$ cat config.mk
export PLATFORM = sky130hd
export DESIGN_NAME = prog_loader
export DESIGN_NICKNAME = d
export VERILOG_FILES = /design/src/rtl/prog_loader_pkg.sv /design/src/rtl/prog_loader_word_assembler.sv /design/src/rtl/prog_loader.sv
export SDC_FILE = /design/constraint.sdc
export NUM_CORES = 1
export LEC_CHECK = 0
export CORE_MARGIN = 2
export CORE_UTILIZATION = 56
export DETAILED_ROUTE_END_ITERATION = 10
export PLACE_DENSITY = 0.8
export SKIP_CTS_REPAIR_TIMING = 1
export SYNTH_ARGS = -nofsm -noshare
export SYNTH_HDL_FRONTEND = slang
export SYNTH_SLANG_ARGS = --single-unit
$ cat constraint.sdc
create_clock -name clk -period 3 [get_ports clk]
set_clock_uncertainty 0.05 [all_clocks]
set_input_delay 0.6 -clock clk [delete_from_list [all_inputs] [get_ports clk]]
set_output_delay 0.6 -clock clk [all_outputs]
set_load 0.05 [all_outputs]
$ cat src/rtl/prog_loader_pkg.sv
// -----------------------------------------------------------------------------
// prog_loader_pkg
// Shared definitions for the boot-time program loader:
//   - loader_state_t : loader FSM state encoding
//   - HDR_BYTES      : number of length-header bytes in front of the payload
//   - WORD_BYTES     : bytes per instruction word (big-endian assembly)
// -----------------------------------------------------------------------------
package prog_loader_pkg;

  localparam int HDR_BYTES  = 2;
  localparam int WORD_BYTES = 4;

  typedef enum logic [2:0] {
    ST_LEN_HI = 3'd0,
    ST_LEN_LO = 3'd1,
    ST_DATA   = 3'd2,
    ST_CHK    = 3'd3,
    ST_DONE   = 3'd4
  } loader_state_t;

endpackage : prog_loader_pkg

$ cat src/rtl/prog_loader_word_assembler.sv
// -----------------------------------------------------------------------------
// word_assembler
// 8-to-32 big-endian shift register. The first byte of a word lands in bits
// 31:24. word_valid is asserted combinationally in the same cycle as the 4th
// accepted byte, with word already containing that byte, so the parent can
// register the write one cycle after the handshake.
//
// Ports:
//   clk, rst_n  : clock, asynchronous active-low reset
//   byte_valid  : accept byte_data this cycle
//   byte_data   : incoming stream byte
//   word_valid  : this byte completes a word
//   word        : assembled word (meaningful while word_valid)
// -----------------------------------------------------------------------------
module word_assembler
  import prog_loader_pkg::*;
(
  input  logic        clk,
  input  logic        rst_n,
  input  logic        byte_valid,
  input  logic [7:0]  byte_data,
  output logic        word_valid,
  output logic [31:0] word
);

  logic [23:0] shreg;   // the three most recent bytes of the current word
  logic [1:0]  cnt;     // bytes already held for the current word

  assign word       = {shreg, byte_data};
  assign word_valid = byte_valid && (cnt == 2'(WORD_BYTES - 1));

  // NOTE: sequential state uses non-blocking assignments so every register
  // samples the pre-edge values, independent of statement order.
  always_ff @(posedge clk or negedge rst_n) begin
    if (!rst_n) begin
      shreg <= '0;
      cnt   <= '0;
    end else if (byte_valid) begin
      shreg <= {shreg[15:0], byte_data};
      cnt   <= cnt + 2'd1;   // wraps to 0 after the 4th byte
    end
  end

endmodule : word_assembler

$ cat src/rtl/prog_loader.sv
// -----------------------------------------------------------------------------
// prog_loader
// Boot-time program loader. Consumes a byte stream of
//   len[15:8], len[7:0], len*4 data bytes (big-endian words), xor checksum
// and writes each word into instruction memory one cycle after its 4th byte.
// The cpu is held in reset until the load ends with a good checksum and no
// overflow.
//
// Parameters:
//   ADDR_W      : width of mem_addr (byte address)
//   BASE_ADDR   : byte address of the first word (word aligned)
//   DEPTH_WORDS : instruction memory capacity in words
//
// Ports:
//   clk, rst_n          : clock, asynchronous active-low reset
//   in_data/in_valid    : stream byte and its valid
//   in_ready            : loader can accept a byte (0 only in reset and DONE)
//   mem_we/addr/wdata   : single instruction-memory write port
//   done                : sticky, load finished (checksum consumed)
//   err                 : sticky, checksum mismatch or length overflow
//   cpu_rst_n           : cpu reset release, 1 only when done && !err
// -----------------------------------------------------------------------------
module prog_loader
  import prog_loader_pkg::*;
#(
  parameter int ADDR_W      = 12,
  parameter int BASE_ADDR   = 0,
  parameter int DEPTH_WORDS = 1024
) (
  input  logic              clk,
  input  logic              rst_n,
  input  logic [7:0]        in_data,
  input  logic              in_valid,
  output logic              in_ready,
  output logic              mem_we,
  output logic [ADDR_W-1:0] mem_addr,
  output logic [31:0]       mem_wdata,
  output logic              done,
  output logic              err,
  output logic              cpu_rst_n
);

  localparam logic [31:0]       DEPTH_U = 32'(DEPTH_WORDS);
  localparam logic [ADDR_W-1:0] BASE_A  = ADDR_W'(BASE_ADDR);

  loader_state_t state;
  logic [15:0]   len;
  logic [16:0]   idx;   // 17 bits so it cannot wrap before reaching len
  logic [7:0]    chk;   // running xor over data bytes only

  logic              fire;
  logic              data_fire;
  logic              word_valid;
  logic [31:0]       word;
  logic [ADDR_W-1:0] wr_addr;
  logic              in_range;
  logic              last_word;
  logic              chk_bad;

  assign fire      = in_valid && in_ready;
  assign data_fire = fire && (state == ST_DATA);

  // Byte address of the word being completed, truncated to ADDR_W.
  assign wr_addr   = BASE_A + ADDR_W'({idx, 2'b00});
  assign in_range  = 32'(idx) < DEPTH_U;
  assign last_word = (idx + 17'd1) == {1'b0, len};
  assign chk_bad   = (in_data != chk);

  word_assembler u_word_assembler (
    .clk        (clk),
    .rst_n      (rst_n),
    .byte_valid (data_fire),
    .byte_data  (in_data),
    .word_valid (word_valid),
    .word       (word)
  );

  always_ff @(posedge clk or negedge rst_n) begin
    if (!rst_n) begin
      state     <= ST_LEN_HI;
      len       <= '0;
      idx       <= '0;
      chk       <= '0;
      in_ready  <= 1'b0;
      mem_we    <= 1'b0;
      mem_addr  <= BASE_A;
      mem_wdata <= '0;
      done      <= 1'b0;
      err       <= 1'b0;
      cpu_rst_n <= 1'b0;
    end else begin
      // Write strobe is a single-cycle pulse; ready follows the state and is
      // dropped explicitly on the transition into DONE below.
      mem_we   <= 1'b0;
      in_ready <= (state != ST_DONE);

      unique case (state)
        ST_LEN_HI: begin
          if (fire) begin
            len[15:8] <= in_data;
            state     <= ST_LEN_LO;
          end
        end

        ST_LEN_LO: begin
          if (fire) begin
            len[7:0] <= in_data;
            state    <= ({len[15:8], in_data} == 16'd0) ? ST_CHK : ST_DATA;
          end
        end

        ST_DATA: begin
          if (fire) begin
            chk <= chk ^ in_data;
            if (word_valid) begin
              // Overflowing words are consumed so the stream stays framed,
              // but never reach the memory.
              if (in_range) begin
                mem_we    <= 1'b1;
                mem_addr  <= wr_addr;
                mem_wdata <= word;
              end else begin
                err <= 1'b1;
              end
              idx <= idx + 17'd1;
              if (last_word) state <= ST_CHK;
            end
          end
        end

        ST_CHK: begin
          if (fire) begin
            state     <= ST_DONE;
            in_ready  <= 1'b0;
            done      <= 1'b1;
            err       <= err | chk_bad;
            cpu_rst_n <= !(err | chk_bad);
          end
        end

        ST_DONE: begin
          in_ready <= 1'b0;
        end

        default: state <= ST_LEN_HI;
      endcase
    end
  end

endmodule : prog_loader

==> metrics.log <==
INFO  metric share_comb_of_total_power = approximately a third
INFO  metric critical_path_arrival = approximately 3.0 ns
INFO  metric lkg_pwr = a little under 3 nW
INFO  metric post_synth_instance_area = roughly 0.0052 mm²
INFO  metric ios = 60
INFO  metric io_buffers = 57
INFO  metric timing.critical_path.cells = ha_1 -> nand4_2 -> or4_1 -> o21a_1 -> o41ai_2 -> o22ai_1 -> o31ai_1
INFO  metric yosys.area_share.simple = about 14%
INFO  metric synth_seq_area_share = 56.5%
INFO  metric first_pass_iters = 5
INFO  metric synth_compound_area_share = under 10%
INFO  metric core_area = around 0.009 mm²
INFO  metric cell_type_with_the_largest_total_area_after_synthesis = dfrtp_1
INFO  metric yosys-top-cells-count = dfrtp_1 (117), nand2_1 (89), mux2_2 (59)
INFO  metric ctsRootBufferMaster = clkbuf_8
INFO  metric floorplan.die_area = 0.0100 mm²
INFO  metric syn_inst = between 400 and 500
INFO  metric cts_sinks = about 120
INFO  metric maxSlewHeadroom = a little under three fifths
INFO  metric clk_path_buf_depth = 2
INFO  metric fmaxAchievable = between 0.3 and 0.4 GHz
INFO  metric setup_viol = 0
INFO  metric initial_antenna_violation_count = 0
INFO  metric effective_utilization_at_floorplan = between 50% and 60%
INFO  metric clk_latency = around 0.51 ns
INFO  metric synth_top_family_by_area = simple AND/OR/NAND/NOR gates
INFO  metric switching_share = between 30 and 40%
INFO  metric grt_first_pass_wirelength = between 15,000 and 20,000 µm
INFO  metric die_height = ~100 µm
INFO  metric worst_path_max_delay_cell = or4_1
INFO  metric synthFlopType = dfrtp_1
INFO  metric yosys.area_share.xor_xnor = 9.13%
INFO  metric grt_max_degree = 67
INFO  metric final_layout_size_suffix_gt1_share = 21.1%
INFO  metric first_global_vias = approximately 3,900
INFO  metric synth_most_common_cell = dfrtp_1
INFO  metric clock_tree_from_tritoncts = yes
INFO  metric fin_crit_sh = between 80% and 90%
INFO  metric yosys-top-cells-area = dfrtp_1 (57%), mux2_2 (13%), nand2_1 (6.4%)
INFO  metric timing.critical_path.slowest_cell_delay = 0.65 ns
INFO  metric route.antenna.remaining_nets = 0
INFO  metric p_total = 6.81 mW
INFO  metric synthMuxAreaShare = 13.0%
INFO  metric timing.critical_path.to_type = flop
INFO  metric ir_worst_vdd = roughly 0.61 mV
INFO  metric num-fill-cells = 603
INFO  metric rrSetupSlack = about 0.34 ns
INFO  metric pwr-share-clk = between 20% and 30%
INFO  metric cp_top_family = compound AO/OA/AOI/OAI gates
INFO  metric synthArstFlopShare = 100%
INFO  metric netlist.area_leader.share = a little under three fifths
INFO  metric area.growth.synth_to_final = 25.1%
INFO  metric worstPathRequired = around 3.4 ns
INFO  metric cp.depth = 7
INFO  metric drt-initial-drc-count = between 300 and 400
INFO  metric power.sequential.fraction = between 30% and 40%
INFO  metric overflow_left_after_global_routing = 0
INFO  metric synth.distinct_cells = 43
INFO  metric power.density = approximately 1100 mW/mm²
INFO  metric timing.final.hold_violations = 0
INFO  metric critPathKind = reg -> reg
INFO  metric place.gp.congestion = slightly below 1
INFO  metric drt-vias-per-instance = between 5 and 6
INFO  metric worst-path-max-fanout = 5
INFO  metric synthesis.area_per_instance = roughly 11 µm²
INFO  metric synth-warning-count = 0
INFO  metric routed_wirelength = about 12,000 µm
INFO  metric stdcell_area = approximately 0.0065 mm²
INFO  metric tritoncts.num_buffers = 17
INFO  metric routed-via-count = approximately 3,700
INFO  metric cp-start-kind = flop
INFO  metric nets = 527
INFO  metric maxCapViolCount = 0
INFO  metric drv_slew = 0
INFO  metric remaining_drc_errors = 0
INFO  metric hold_class = in -> async
INFO  metric clk_pin_slew = roughly 0.060 ns
INFO  metric placedInstanceArea = slightly below 0.006 mm²
INFO  metric htreeDepth = 4
INFO  metric rsz_0062_raised_after_global_routing = false
INFO  metric p_int = roughly 4.3 mW
INFO  metric status = finished, final reports clean
INFO  metric setup_total_negative_slack = 0 ns
INFO  metric synth_edf_count = 0
INFO  metric timing.reg2reg.worst_path_depth = 7
INFO  metric reg2reg_from = idx[0]$_DFFE_PN0P_
INFO  metric timing.critical_path.from = idx[0]$_DFFE_PN0P_
INFO  metric finalCriticalPeriod = roughly 2.7 ns
INFO  metric dp_hpwl = roughly 7500 µm
INFO  metric postSynthRegisterBits = 117
INFO  metric synthAdderAreaFrac = less than 1%
INFO  metric antenna_cells_inserted = 0
INFO  metric dieWidth = about 100 µm
INFO  metric wl_per_cell = 18.1 µm
INFO  metric power.switching = about 2.5 mW
INFO  metric critical_path.n_buffers_inverters = 0
INFO  metric std_cell_rows = 35
INFO  metric global_router_s_overall_resource_usage = between 20 and 30%
INFO  metric worst_pin_slew = 0.662 ns
==> flip-flops by register name, summed over array words and instances, names as in the netlist, 2 cells and up <==
name	flops
idx	17
chk	8
state	3
len	16
mem_wdata	32
u_word_assembler.shreg	24
u_word_assembler.cnt	2
mem_addr	10
==> placed cells by master (no fill, tap or decap), drive strengths merged, types with 4 or more instances in the layout <==
cell           synthesis  routed
dfrtp                117     117
nand2                 89      89
mux2                  59      59
clkdlybuf4s50          0      56
xnor2                 34      34
clkbuf                11      21
xor2                  20      20
nor2                  19      19
buf                   17      15
nor4                  11      11
nand4                 10      10
nand3                  9       9
o21ai                  6       6
inv                    4       6
nor3                   5       5
or3                    4       4
nor3b                  4       4
clkinv                 0       4
==> stage by stage <==
step	utilization [%]	cells	setup slack, ns	hold slack, ns
final	71.1	638	0.339	0.0266
after global routing	71.1	638	0.195	0.0675
after CTS	71.1	638	0.346	0.0369
after detailed placement	64.7	606	0.260	0.413
after global placement	64.7	606	0.337	0.402
after floorplan	-	452	0.639	0.254
==> power by group through the flow <==
stage / Clock (mW) / Sequential [mW] / Combinational [mW]
final: 1.98 / 2.56 / 2.26
after global routing: 2.08 / 2.64 / 2.43
after CTS: 1.99 / 2.56 / 2.28
after detailed placement: 0 / 2.57 / 2.23
after global placement: 0 / 2.54 / 2.17
after floorplan: 0 / 3.06 / 1.01
==> worst register-to-register path: cells and delay by family, from the launching register on <==
family	cells	cell delay, ns
AOI/OAI and AO/OA	4	0.90
adders and majority gates	1	0.31
DFF	1	0.46
and+or+nand+nor	2	0.85
==> metal layers <==
| metal | vias up | GRT usage [%] | wire (µm) |
|---|---|---|---|
| met4 | 0 | 13.8 | 411 |
| li1 | 1663 | - | - |
| met2 | 138 | 40.6 | 5810 |
| met3 | 41 | 6.89 | 626 |
| met5 | - | 0 | 0 |
| met1 | 1814 | 30.5 | 4710 |
==> cells by family after synthesis <==
family,after synthesis
buffers and inverters,32
other,1
AND/OR/NAND/NOR,161
flip-flops,117
AO/OA/AOI/OAI,24
multiplexers,60
XOR/XNOR,54
adder cells (fa/ha/maj),2
==> cell type report <==
cell class	instances	area (µm²)	area share [%]
Multi-Input combinational cell	303	2100	32.5
Clock buffer	21	459	7.09
Timing Repair Buffer	71	711	11.0
Inverter	4	15.0	0.232
Tap cell	111	139	2.14
Sequential cell	117	2930	45.2
Clock inverter	11	124	1.91
==> path summary, 6_finish.rpt <==
path / to
setup / recovery: state[0]$_DFFE_PN0P_
hold / removal: idx[10]$_DFFE_PN0P_
setup reg to reg: state[0]$_DFFE_PN0P_
hold reg to reg: done$_DFFE_PN0P_
max in group asynchronous: mem_wdata[15]$_DFFE_PN0P_
min in group clk: done$_DFFE_PN0P_
(Power assumes the default switching activity.)
